==> src/rtl/wind_lights_seq_pkg.sv <==
// Shared types and constants for the runway wind-indicator light bar.
// Mode and bounce-direction encodings are fixed because cur_mode is visible on the board.
package wind_lights_pkg;

    typedef enum logic [1:0] {
        CALM   = 2'b00,
        RL     = 2'b01,
        LR     = 2'b10,
        BOUNCE = 2'b11
    } mode_t;

    typedef enum logic {
        UP   = 1'b0,
        DOWN = 1'b1
    } dir_t;

    localparam int MAX_LIGHTS = 10;

    // Even-index lights for the widest supported bar; narrower bars take the low slice.
    localparam logic [MAX_LIGHTS-1:0] EVEN_MASK_ALL = 10'b01_0101_0101;

endpackage

==> src/rtl/wind_lights_seq_if.sv <==
// Mode select in, light bar and status out, between the board top and the sequencer.
interface wind_lights_seq_if #(
    parameter int N_LIGHTS = 3
);
    logic [1:0]          sw;
    logic [N_LIGHTS-1:0] out;
    logic                step;
    logic [1:0]          cur_mode;

    modport master (output sw, input out, input step, input cur_mode);
    modport slave  (input sw, output out, output step, output cur_mode);
endinterface

==> src/rtl/wind_lights_seq_step_timer.sv <==
// Free-running prescaler: tick is high for one cycle out of every STEP_CYCLES.
module step_timer #(
    parameter int STEP_CYCLES = 1,
    parameter int CNT_W       = $clog2(STEP_CYCLES + 1)
) (
    input  logic clk,
    input  logic reset,
    output logic tick
);
    localparam logic [CNT_W-1:0] LAST = CNT_W'(STEP_CYCLES - 1);

    logic [CNT_W-1:0] cnt_q, cnt_d;

    always_comb begin
        tick  = (cnt_q == LAST);
        cnt_d = tick ? '0 : cnt_q + CNT_W'(1);
    end

    always_ff @(posedge clk) begin
        if (reset) cnt_q <= '0;
        else       cnt_q <= cnt_d;
    end
endmodule

==> src/rtl/wind_lights_seq.sv <==
// N-light runway bar sequencer: CALM, RL, LR and BOUNCE patterns, one update per prescaler tick.
// A mode change on sw is only honoured on a tick and restarts the new pattern from its start value.
module wind_lights_seq
    import wind_lights_pkg::*;
#(
    parameter int N_LIGHTS    = 3,
    parameter int STEP_CYCLES = 1,
    parameter int CNT_W       = $clog2(STEP_CYCLES + 1)
) (
    input  logic              clk,
    input  logic              reset,
    wind_lights_seq_if.slave  bus
);
    localparam logic [N_LIGHTS-1:0] PAT_E  = EVEN_MASK_ALL[N_LIGHTS-1:0];
    localparam logic [N_LIGHTS-1:0] PAT_O  = ~PAT_E;
    localparam logic [N_LIGHTS-1:0] ONE_LO = {{(N_LIGHTS-1){1'b0}}, 1'b1};
    localparam logic [N_LIGHTS-1:0] ONE_HI = {1'b1, {(N_LIGHTS-1){1'b0}}};

    logic                tick;
    mode_t               sw_mode;
    mode_t               mode_q, mode_d;
    dir_t                dir_q, dir_d;
    logic [N_LIGHTS-1:0] out_q, out_d;
    logic                step_q, step_d;
    logic                fresh_q, fresh_d;

    step_timer #(
        .STEP_CYCLES (STEP_CYCLES),
        .CNT_W       (CNT_W)
    ) u_timer (
        .clk   (clk),
        .reset (reset),
        .tick  (tick)
    );

    function automatic logic [N_LIGHTS-1:0] start_pat(input mode_t m);
        case (m)
            CALM:    return PAT_E;
            RL:      return ONE_LO;
            LR:      return ONE_HI;
            BOUNCE:  return ONE_LO;
            default: return PAT_E;
        endcase
    endfunction

    always_comb begin
        sw_mode = mode_t'(bus.sw);
        mode_d  = mode_q;
        dir_d   = dir_q;
        out_d   = out_q;
        fresh_d = fresh_q;
        step_d  = tick;
        if (tick) begin
            if (fresh_q || (sw_mode != mode_q)) begin
                mode_d  = sw_mode;
                out_d   = start_pat(sw_mode);
                dir_d   = UP;
                fresh_d = 1'b0;
            end else begin
                case (mode_q)
                    CALM:   out_d = (out_q == PAT_E) ? PAT_O : PAT_E;
                    RL:     out_d = {out_q[N_LIGHTS-2:0], out_q[N_LIGHTS-1]};
                    LR:     out_d = {out_q[0], out_q[N_LIGHTS-1:1]};
                    BOUNCE: begin
                        // The end light is shown once; the turn happens on the following step.
                        if (dir_q == UP) begin
                            if (out_q[N_LIGHTS-1]) begin
                                dir_d = DOWN;
                                out_d = out_q >> 1;
                            end else begin
                                out_d = out_q << 1;
                            end
                        end else begin
                            if (out_q[0]) begin
                                dir_d = UP;
                                out_d = out_q << 1;
                            end else begin
                                out_d = out_q >> 1;
                            end
                        end
                    end
                    default: begin
                        mode_d = CALM;
                        out_d  = PAT_E;
                        dir_d  = UP;
                    end
                endcase
            end
        end
    end

    always_ff @(posedge clk) begin
        if (reset) begin
            mode_q  <= CALM;
            dir_q   <= UP;
            out_q   <= '0;
            step_q  <= 1'b0;
            fresh_q <= 1'b1;
        end else begin
            mode_q  <= mode_d;
            dir_q   <= dir_d;
            out_q   <= out_d;
            step_q  <= step_d;
            fresh_q <= fresh_d;
        end
    end

    assign bus.out      = out_q;
    assign bus.step     = step_q;
    assign bus.cur_mode = mode_q;
endmodule

==> src/flat_wrapper.sv <==
// flat-port wrapper written by rule: the top's interface ports become plain ports
module wind_lights_seq_flat import wind_lights_pkg::*;
#(
    parameter int N_LIGHTS    = 3,
    parameter int STEP_CYCLES = 1,
    parameter int CNT_W       = $clog2(STEP_CYCLES + 1)
)
  (clk, reset, bus_sw, bus_out, bus_step, bus_cur_mode);
  wind_lights_seq_if #(.N_LIGHTS(N_LIGHTS)) bus_i ();
  input  logic clk;
  input  logic reset;
  input wire logic [$bits(bus_i.sw)-1:0] bus_sw;
  output wire logic [$bits(bus_i.out)-1:0] bus_out;
  output wire logic [$bits(bus_i.step)-1:0] bus_step;
  output wire logic [$bits(bus_i.cur_mode)-1:0] bus_cur_mode;
  assign bus_i.sw = bus_sw;
  assign bus_out = bus_i.out;
  assign bus_step = bus_i.step;
  assign bus_cur_mode = bus_i.cur_mode;
  wind_lights_seq #(.N_LIGHTS(N_LIGHTS), .STEP_CYCLES(STEP_CYCLES), .CNT_W(CNT_W)) u_core (.clk(clk), .reset(reset), .bus(bus_i));
endmodule
==> config.mk <==
export PLATFORM = sky130hd
export DESIGN_NAME = wind_lights_seq_flat
export DESIGN_NICKNAME = d
export VERILOG_FILES = /design/src/rtl/wind_lights_seq_pkg.sv /design/src/rtl/wind_lights_seq_if.sv /design/src/rtl/wind_lights_seq_step_timer.sv /design/src/rtl/wind_lights_seq.sv /design/src/flat_wrapper.sv
export SDC_FILE = /design/constraint.sdc
export NUM_CORES = 1
export LEC_CHECK = 0
export ABC_CLOCK_PERIOD_IN_PS = 2400
export CAP_MARGIN = 20
export CORE_AREA = 3 3 40 42
export CTS_CLUSTER_DIAMETER = 100
export DETAILED_ROUTE_END_ITERATION = 10
export DIE_AREA = 0 0 43 45
export GPL_TIMING_DRIVEN = 0
export HOLD_SLACK_MARGIN = 0.1
export PLACE_DENSITY = 0.61
export SLEW_MARGIN = 15
export SYNTH_ARGS = -nofsm -noshare
export SYNTH_HDL_FRONTEND = slang
export SYNTH_SLANG_ARGS = --single-unit
export TNS_END_PERCENT = 100
==> constraint.sdc <==
create_clock -name clk -period 2.4 [get_ports clk]
set_clock_uncertainty 0.15 [all_clocks]
set_input_delay 0.6 -clock clk [delete_from_list [all_inputs] [get_ports clk]]
set_output_delay 0.6 -clock clk [all_outputs]
set_load 0.01 [all_outputs]
-- After elaboration in Yosys (flattened, before gate mapping)
Index checks and enable logic that the tools add are counted.
- flip-flop bits (word level): 9
- bits in latches: 0
- bits in writable memories: 0
- bits in read-only memories: 0
- input port bits: 4
- output and inout bits: 6
- logic and storage cells: 36
- memories kept: 0
- add/sub/neg operators: 1
- $mul: 0
- divide/modulo/power cells: 0
- $lt $le $gt $ge: 0
- eq/ne operators: 8
- shift operators: 0
- muxes and demuxes: 12
- bitwise gates (word level): 1
- reduce and logical (&&, ||, !) cells: 8
- operators with widths (operator ; count):
    $mux 3 ; 5
    $pmux 3 s4 ; 1
    $pmux 3 s3 ; 1
    $eq 2x2->1 const B ; 4
    $mux 1 ; 5
    $eq 2x1->1 const B ; 2
    $logic_not 2->1 ; 2
    $reduce_and 2->1 ; 2
    $reduce_or 2->1 ; 2
    $eq 3x3->1 const B ; 1
    $ne 2x2->1 ; 1
    $reduce_bool 2->1 ; 1
    $add 1x1->1 const B ; 1
    $logic_or 1x1->1 ; 1
    $not 1->1 ; 1

-- Logic depth before layout (Yosys ltp)
Gate-level depths: netlist of the first run.
- depth after elaboration: 4
- gate-level depth with buffers: 5
- depth with buffers taken out: 4

-- By module
Synthesis of the first run repeated with hierarchy kept, for this count alone.
- cell total of the unflattened synthesis: 61
- area total of the unflattened synthesis: 498.0 um^2
- modules (own cells, without submodules) (module ; instances ; cells each ; area an instance (um^2) ; sequential area each (um^2)):
    wind_lights_seq ; 1 ; 58 ; 470.5 ; 160.2
    step_timer ; 1 ; 3 ; 27.5 ; 20.0

-- Least setup slack after synthesis of the first run
Ideal clock, no wire load.
- path type: input to register
- from: input port bus_sw[0]
- to: register u_core.out_q[1], in the netlist u_core.bus.out[1]
- setup time: 0.067 ns
- data arrival time: 1.499 ns
- data required time: 2.183 ns
- slack: 0.685 ns
- cell stages on the path: 4
- buffers on the path: 0
- path through: xor2_1 -> or3_4 -> a211o_1 -> a21oi_2
- cells in the longest elaborated chain, start to end: 3
- RTL lines (what ; RTL line ; RTL):
    start: declaration ; flat_wrapper.sv:12 ; input wire logic [$bits(bus_i.sw)-1:0] bus_sw;
    $ne 2x2->1 ; wind_lights_seq.sv:54 ; if (fresh_q || (sw_mode != mode_q)) begin
    $logic_or 1x1->1 ; wind_lights_seq.sv:54 ;
    $mux 3 ; wind_lights_seq.sv:54 ;
    end signal: assignment ; wind_lights_seq.sv:102 ; out_q <= out_d;
    end: declaration ; wind_lights_seq.sv:23 ; logic [N_LIGHTS-1:0] out_q, out_d;
Every way passes these cells.
A chain may end at the register's enable or synchronous reset.

-- Final worst setup path of the first run
- from: register u_core.out_q[2], in the netlist u_core.bus.out[2]
- to: output port bus_out[2]
- RTL lines (what ; RTL line ; RTL):
    end: declaration ; flat_wrapper.sv:13 ; output wire logic [$bits(bus_i.out)-1:0] bus_out;
No word-level cell between the ends.

==> results.py, run 1 <==
metrics = {
    "yosys": {
        "synth_area_um2": 468,
        "syn_inst": 56,
        "netlist_top_cells_area": "dfxtp_1 (39%), nand2_1 (4.8%), mux2i_1 (4.3%), xor2_1 (3.7%), a21oi_1 (3.2%)",
        "synth_warnings": 0,
        "synth.distinct_cells": 27,
        "synth_seq_cells": 9,
        "synth_top_area_share_pct": 38.5,
        "synthArstFlopShare_pct": 0,
        "synth_nets": 60,
        "synth_commonest_cells": "dfxtp_1 (9), nand2_1 (6), inv_1 (4), nor2_1 (4)",
        "ys_seq_area_share_pct": 38.5,
        "yosysMostFrequentCell": "dfxtp_1",
        "synth.largest_area_cell": "dfxtp_1",
        "synth_edf_count": 0,
        "synth_ff_type": "dfxtp_1",
        "syn_area_per_cell_um2": 8.36,
    },
    "min_path": {
        "hp-class": "reg -> reg",
    },
    "critical_path": {
        "cp-start-kind": "flip-flop",
        "end_kind": "primary output",
        "path_cells": "clkdlybuf4s50_1",
        "critPathMaxFanout": 7,
        "required_ns": 1.65,
        "crit_family": "buffers and inverters",
        "crit_arrival_ns": 1.27,
        "crit_type": "reg -> out",
        "path_buf_inv": 1,
        "cp_slowest_cell": "clkdlybuf4s50_1",
        "crit_path_max_incr_delay_ns": 0.58,
    },
    "clock_network": {
        "cts_root_buffer": "clkbuf_4",
        "clk_latency_ns": 0.26,
        "htree_levels": 1,
        "cts_hold_buf": 0,
        "path_clk_slew_ns": 0.06,
        "cts_tree": "done",
        "cts_made_buffers": 3,
        "cts_resized": 0,
        "cts_setup_buffers": 0,
        "cts_buffer_depth": 2,
        "cts.sinks": 9,
    },
    "timing": {
        "setup-violations-final": 0,
        "finalMaxSlewViolations": 0,
        "post-route-period-util_pct": 84.2,
        "finalCriticalPeriod_ns": 2.02,
        "hold_violations": 0,
        "rsz0062_at_grt": "false",
        "final.setup.tns_ns": 0,
        "fmax_ghz": 0.495,
    },
    "placement": {
        "place.gp.congestion": 0.781,
        "dpl.hpwl_um": 666,
        "port_buffers": 8,
    },
    "global_routing": {
        "grt_pass1_wl_um": 1650,
        "grt_pass1_vias": 372,
        "gr-total-overflow": 0,
        "grt_max_degree": 11,
        "grt_antenna_before_repair": 0,
        "grt_usage_pct": 12.2,
    },
    "drt": {
        "ant_nets": 0,
        "viasPerCell": 5.11,
        "drc": 0,
        "first_pass_iters": 4,
        "vias": 424,
        "initialDrtViolationCount": 5,
        "avgRoutedWirePerCell_um": 11.7,
        "wirelength_um": 975,
    },
    "status": {
        "run_status": "completed",
    },
    "floorplan": {
        "boundaryPins": 10,
        "start_util_pct": 36.4,
        "core_area_um2": 1280,
        "dieArea_um2": 1940,
        "fp.dieW_um": 43,
        "num_rows": 13,
        "chipHeight_um": 45,
    },
    "power_and_ir_drop": {
        "p_total_uw": 337,
        "ir_worst_vdd_uv": 232,
        "power_density_nw_per_um2": 569,
        "p_leak_uw": 0.000220,
    },
    "final_layout": {
        "drive_gt1_share_pct": 10.3,
        "area_delta_synth_final_pct": 26.7,
        "n_antenna_cell": 0,
        "utilization_pct": 46.2,
        "layout.nets": 73,
    },
    "run": {
        "cap_violations": 0,
    },
}
==> sequential cells by signal (all words and copies together), names as in the netlist <==
name	count
u_core.fresh_q	1
u_core.dir_q	1
u_core.bus.out	3
u_core.u_timer.cnt_q	1
u_core.bus.cur_mode	2
u_core.bus.step	1
==> layout by cell type (no fill, tap or decap), drive strengths merged, types with 2 or more instances in the layout <==
master | synthesis | final
nor2 | 4 | 4
nor2b | 2 | 2
nor3b | 2 | 2
clkdlybuf4s50 | 0 | 8
buf | 3 | 3
xor2 | 2 | 2
a211oi | 2 | 2
a21oi | 4 | 4
o21ai | 2 | 2
clkbuf | 1 | 5
dfxtp | 9 | 9
nand2 | 6 | 6
mux2i | 2 | 2
nor3 | 3 | 3
inv | 4 | 4
==> cell families (layout without fill, tap and decap cells) <==
| kind of cell | after synthesis | after routing | share of synthesized area (%) |
|---|---|---|---|
| simple gates | 19 | 19 | 20.9 |
| compound gates | 15 | 15 | 23.5 |
| other cells | 1 | 1 | 0.801 |
| flops | 9 | 9 | 38.5 |
| buf+inv | 8 | 20 | 8.29 |
| mux | 2 | 2 | 4.28 |
| xor+xnor | 2 | 2 | 3.74 |
==> metrics by stage <==
| step | std cells | area, um2 | worst slack [ns] | hold slack [ns] |
|---|---|---|---|---|
| after floorplan | 56 | 468 | 0.685 | 0.326 |
| after global placement | 79 | 567 | 0.136 | 0.349 |
| after detailed placement | 79 | 567 | 0.126 | 0.354 |
| after CTS | 83 | 593 | 0.369 | 0.369 |
| after global routing | 83 | 593 | 0.297 | 0.400 |
| final | 83 | 593 | 0.379 | 0.376 |
==> routing by layer <==
metal / vias to the layer above / share of wire (%) / track usage, %
met2: 10 / 39 / 15.3
met5: - / 0 / 0
met3: 4 / 4.2 / 4.78
met4: 0 / 3.4 / 12.7
li1: 221 / - / -
met1: 189 / 54 / 15.1
==> power by group <==
part	leakage (uW)	switching [uW]	internal, uW
Clock	0.0000150	51.2	64.0
Sequential	0.0000745	7.92	157
Combinational	0.000131	27.8	29.2
Total	0.000220	86.9	250
==> cell type report <==
type / count / area (um2)
Fill cell: 136 / 692
Multi-Input combinational cell: 39 / 249
Sequential cell: 9 / 180
Timing Repair Buffer: 8 / 80.1
Clock buffer: 4 / 26.3
Buffer: 4 / 23.8
Tap cell: 15 / 18.8
Inverter: 4 / 15.0
==> path summary, 6_finish.rpt <==
path / from / end / slack [ns] / cells after the start
min reg2reg: u_core.fresh_q / u_core.fresh_q / 0.38 / 1
min: u_core.fresh_q / u_core.fresh_q / 0.38 / 1
max reg2reg: u_core.bus.cur_mode[1] / u_core.bus.out[1] / 0.77 / 5
max: u_core.bus.out[2] / bus_out[2] / 0.38 / 1
Power figures use the tool's default switching activity.
==> run 2, diff against run 1 <==
--- a/config.mk
+++ b/config.mk
@@ -5,7 +5,7 @@
 export SDC_FILE = /design/constraint.sdc
 export NUM_CORES = 1
 export LEC_CHECK = 0
-export ABC_CLOCK_PERIOD_IN_PS = 2400
+export ABC_CLOCK_PERIOD_IN_PS = 1900
 export CAP_MARGIN = 20
 export CORE_AREA = 3 3 40 42
 export CTS_CLUSTER_DIAMETER = 100
==> constraint.sdc (replaced) <==
create_clock -name clk -period 1.9 [get_ports clk]
set_clock_uncertainty 0.15 [all_clocks]
set_input_delay 0.475 -clock clk [delete_from_list [all_inputs] [get_ports clk]]
set_output_delay 0.475 -clock clk [all_outputs]
set_load 0.01 [all_outputs]
==> results.py, run 2 (synthesized netlist as in run 1, its figures left out) <==
metrics = {
    "status": {
        "run_status": "completed",
    },
    "timing": {
        "finalCriticalPeriod_ns": 1.81,
        "fin_ws_ns": 0.0852,
        "finalMaxSlewViolations": 0,
        "rsz0062_at_grt": "false",
        "hold_ws_ns": 0.358,
        "setup-violations-final": 0,
        "hold_violations": 0,
        "post-route-period-util_pct": 95.5,
        "final.setup.tns_ns": 0,
        "fmax_ghz": 0.551,
    },
    "critical_path": {
        "critPathMaxFanout": 7,
        "cp-start-kind": "flip-flop",
        "required_ns": 1.27,
        "crit_arrival_ns": 1.19,
        "path_cells": "clkdlybuf4s50_1",
        "crit_type": "reg -> out",
        "cp_slowest_cell": "clkdlybuf4s50_1",
        "path_buf_inv": 1,
        "crit_family": "buffers and inverters",
        "end_kind": "primary output",
        "crit_path_max_incr_delay_ns": 0.55,
    },
    "power_and_ir_drop": {
        "power_density_nw_per_um2": 712,
        "comb_power_share_pct": 16.8,
        "pwr-share-seq_pct": 49.1,
        "p_total_uw": 427,
        "p_int_uw": 317,
        "ir_worst_vdd_uv": 294,
        "clkPwrFrac_pct": 34.1,
        "power.switching_uw": 110,
        "swShare_pct": 25.7,
        "p_leak_uw": 0.000231,
    },
    "drt": {
        "drc": 0,
        "wirelength_um": 973,
        "viasPerCell": 5.17,
        "first_pass_iters": 4,
        "initialDrtViolationCount": 7,
        "ant_nets": 0,
        "avgRoutedWirePerCell_um": 11.7,
        "vias": 429,
    },
    "placement": {
        "place.gp.congestion": 0.781,
        "port_buffers": 8,
        "dp_slack_ns": -0.249,
        "dpl.hpwl_um": 666,
        "place_inst": 79,
    },
    "global_routing": {
        "grt_usage_pct": 12.2,
        "grt_pass1_wl_um": 1650,
        "grt_pass1_vias": 372,
        "gr-total-overflow": 0,
        "grt_max_degree": 11,
        "grt_antenna_before_repair": 0,
    },
    "floorplan": {
        "dieArea_um2": 1940,
        "fp.dieW_um": 43,
        "boundaryPins": 10,
        "core_area_um2": 1280,
        "start_util_pct": 36.4,
        "num_rows": 13,
        "chipHeight_um": 45,
    },
    "final_layout": {
        "drive_gt1_share_pct": 14.7,
        "area_delta_synth_final_pct": 28.1,
        "final_common_cell": "clkdlybuf4s50_1",
        "final_cells": 83,
        "final_cell_mix": "clkdlybuf4s50_1 (7), nand2_1 (6), dfxtp_1 (6)",
        "nFillCells": 133,
        "layout.nets": 73,
        "largest_reg_flops": 3,
        "n_antenna_cell": 0,
    },
    "clock_network": {
        "path_clk_slew_ns": 0.06,
        "cts_resized": 2,
        "cts_made_buffers": 3,
        "htree_levels": 1,
        "cts_buffer_depth": 2,
        "cts.sinks": 9,
        "cts_root_buffer": "clkbuf_4",
        "cts_tree": "done",
        "clk_latency_ns": 0.26,
        "cts_hold_buf": 0,
        "cts_setup_buffers": 0,
    },
    "run": {
        "cap_violations": 0,
    },
    "min_path": {
        "hp-class": "reg -> reg",
    },
}
## run 2: cell count changes in the layout (fill, tap and decap cells not counted)
cell	change
clkdlybuf4s50_1	-1
dfxtp_2	+3
dfxtp_1	-3
dlymetal6s2s_1	+1
## run 2: path summary, 6_finish.rpt
| path | depth (start not counted) | endpoint | from | slack, ns |
|---|---|---|---|---|
| worst max-delay path | 1 | bus_out[2] | u_core.bus.out[2] | 0.09 |
| worst min-delay path | 2 | u_core.bus.out[1] | u_core.bus.out[1] | 0.36 |
| worst max register to register | 5 | u_core.bus.out[1] | u_core.bus.cur_mode[1] | 0.27 |
| worst min register to register | 2 | u_core.bus.out[1] | u_core.bus.out[1] | 0.36 |
## run 2: power by group through the flow
stage / sequential (uW) / combinational (uW) / clock [uW]
detailed placement: 213 / 71.6 / 0
global route: 212 / 79.1 / 163
finish: 209 / 71.7 / 146
floorplan: 214 / 41.6 / 0
global placement: 212 / 72.1 / 0
CTS: 209 / 72.1 / 153
## run 2: area by class of cell
cell class / instances / area (um2) / share of cell area, %
multi-input combinational: 39 / 249 / 41.5
sequential: 9 / 184 / 30.7
timing repair buffer: 8 / 82.6 / 13.8
clock buffer: 4 / 26.3 / 4.38
buffer: 4 / 23.8 / 3.97
tap: 15 / 18.8 / 3.13
inverter: 4 / 15.0 / 2.51
## run 2: routing by layer
layer / share of wire (%) / vias up / track usage [%]
li1: - / 222 / -
met1: 53 / 193 / 15.1
met2: 39 / 10 / 15.3
met3: 4.2 / 4 / 4.78
met4: 3.4 / 0 / 12.7
met5: 0 / - / 0
## run 2: stage by stage
stage	utilization (%)	area [um2]
after floorplan	-	468
after global placement	44.1	567
after detailed placement	44.1	567
after CTS	46.3	596
after global routing	46.6	599
final	46.6	599
## run 2: worst min-delay path, cell delays in order, from the launching register on
cell and delay [ns]:
dfxtp_2 0.35, nand2_1 0.08, a21oi_2 0.05
==> run 3, diff against run 2 <==
--- a/config.mk
+++ b/config.mk
@@ -14,6 +14,7 @@
 export GPL_TIMING_DRIVEN = 0
 export HOLD_SLACK_MARGIN = 0.1
 export PLACE_DENSITY = 0.61
+export REMOVE_ABC_BUFFERS = 1
 export SLEW_MARGIN = 15
 export SYNTH_ARGS = -nofsm -noshare
 export SYNTH_HDL_FRONTEND = slang
==> results.py, run 3 (synthesized netlist as in run 1, its figures left out) <==
metrics = {
    "status": {
        "run_status": "completed",
    },
    "critical_path": {
        "crit_type": "reg -> out",
        "rr_startpoint": "u_core.bus.cur_mode[0]",
        "cp-start-kind": "flip-flop",
        "path_cells": "clkdlybuf4s50_1",
        "critPathMaxFanout": 11,
        "crit_family": "buffers and inverters",
        "startpoint": "u_core.bus.cur_mode[1]",
        "crit_arrival_ns": 1.21,
        "path_buf_inv": 1,
        "required_ns": 1.27,
        "cp_slowest_cell": "clkdlybuf4s50_1",
        "crit_path_max_incr_delay_ns": 0.55,
        "end_kind": "primary output",
    },
    "power_and_ir_drop": {
        "ir_worst_vdd_uv": 387,
        "p_leak_uw": 0.000214,
        "power_density_nw_per_um2": 715,
    },
    "floorplan": {
        "core_area_um2": 1280,
        "fp.dieW_um": 43,
        "num_rows": 13,
        "chipHeight_um": 45,
        "dieArea_um2": 1940,
        "boundaryPins": 10,
        "start_util_pct": 36.4,
    },
    "final_layout": {
        "fin_area_um2": 589,
        "drive_gt1_share_pct": 15.4,
        "largest_reg_flops": 3,
        "layout.nets": 70,
        "n_antenna_cell": 0,
        "area_delta_synth_final_pct": 25.9,
        "final_common_cell": "clkdlybuf4s50_1",
        "final_cell_mix": "clkdlybuf4s50_1 (8), nand2_1 (6), nor2_1 (4), inv_1 (4), dfxtp_1 (4)",
        "final_cells": 80,
    },
    "timing": {
        "post-route-period-util_pct": 96.7,
        "finalMaxSlewViolations": 0,
        "rsz0062_at_grt": "false",
        "setup-violations-final": 0,
        "finalCriticalPeriod_ns": 1.84,
        "fin_ws_ns": 0.0633,
        "fmax_ghz": 0.544,
        "hold_ws_ns": 0.355,
        "hold_violations": 0,
    },
    "global_routing": {
        "grt_pass1_wl_um": 1710,
        "grt_max_degree": 13,
        "gr-total-overflow": 0,
        "grt_antenna_before_repair": 0,
        "grt_usage_pct": 12.2,
        "grt_pass1_vias": 413,
    },
    "clock_network": {
        "cts_hold_buf": 0,
        "cts_made_buffers": 3,
        "clk_latency_ns": 0.26,
        "path_clk_slew_ns": 0.06,
        "cts.sinks": 9,
        "htree_levels": 1,
        "cts_buffer_depth": 2,
        "cts_tree": "done",
        "cts_root_buffer": "clkbuf_4",
    },
    "drt": {
        "first_pass_iters": 4,
        "drc": 0,
        "viasPerCell": 5.23,
        "initialDrtViolationCount": 6,
        "wirelength_um": 1010,
        "ant_nets": 0,
        "vias": 418,
        "avgRoutedWirePerCell_um": 12.6,
    },
    "min_path": {
        "hp-class": "reg -> reg",
        "hold_start": "u_core.bus.out[1]",
    },
    "placement": {
        "dp_slack_ns": -0.269,
        "placed_cell_area_um2": 553,
        "place_inst": 76,
        "place.gp.congestion": 0.756,
        "port_buffers": 9,
    },
    "run": {
        "cap_violations": 0,
    },
}
## run 3: area by class of cell
| type | count | area [um2] |
|---|---|---|
| Timing Repair Buffer | 9 | 88.8 |
| Multi-Input combinational cell | 39 | 249 |
| Tap cell | 15 | 18.8 |
| Fill cell | 128 | 696 |
| Sequential cell | 9 | 191 |
| Inverter | 4 | 15.0 |
| Clock buffer | 4 | 26.3 |
## run 3: per-stage QoR
stage / setup TNS (ns) / utilization, % / total power [uW]
CTS: 0 / 45.5 / 430
floorplan: 0 / - / 249
global route: 0 / 45.9 / 450
detailed placement: -0.668 / 43.0 / 281
global placement: -0.674 / 43.0 / 281
finish: 0 / 45.9 / 422
## run 3: routing by layer
layer  GRT usage, %  routed length, um
met1           14.6                438
met2           18.6                510
met3           3.59                 47
met4           9.04                 13
met5              0                  0
## run 3: repair_timing
item                                   CTS  global route
setup endpoints to repair                4             3
gates resized for setup                  5             3
endpoints found under the hold margin    0             0
buffers inserted                         0             0
## run 3: worst paths after layout
kind / endpoint / slack [ns] / cells past startpoint
worst min-delay path: u_core.bus.out[1] / 0.36 / 2
worst max-delay path: bus_cur_mode[1] / 0.06 / 1
worst max register to register: u_core.bus.out[1] / 0.31 / 4
worst min register to register: u_core.bus.out[1] / 0.36 / 2
## run 3: report_power, final
part | internal, uW | switching, uW | leakage, uW
combinational | 34.1 | 25.6 | 0.000123
sequential | 199 | 18.9 | 0.0000768
clock | 80.7 | 63.8 | 0.0000150
total | 313 | 108 | 0.000214
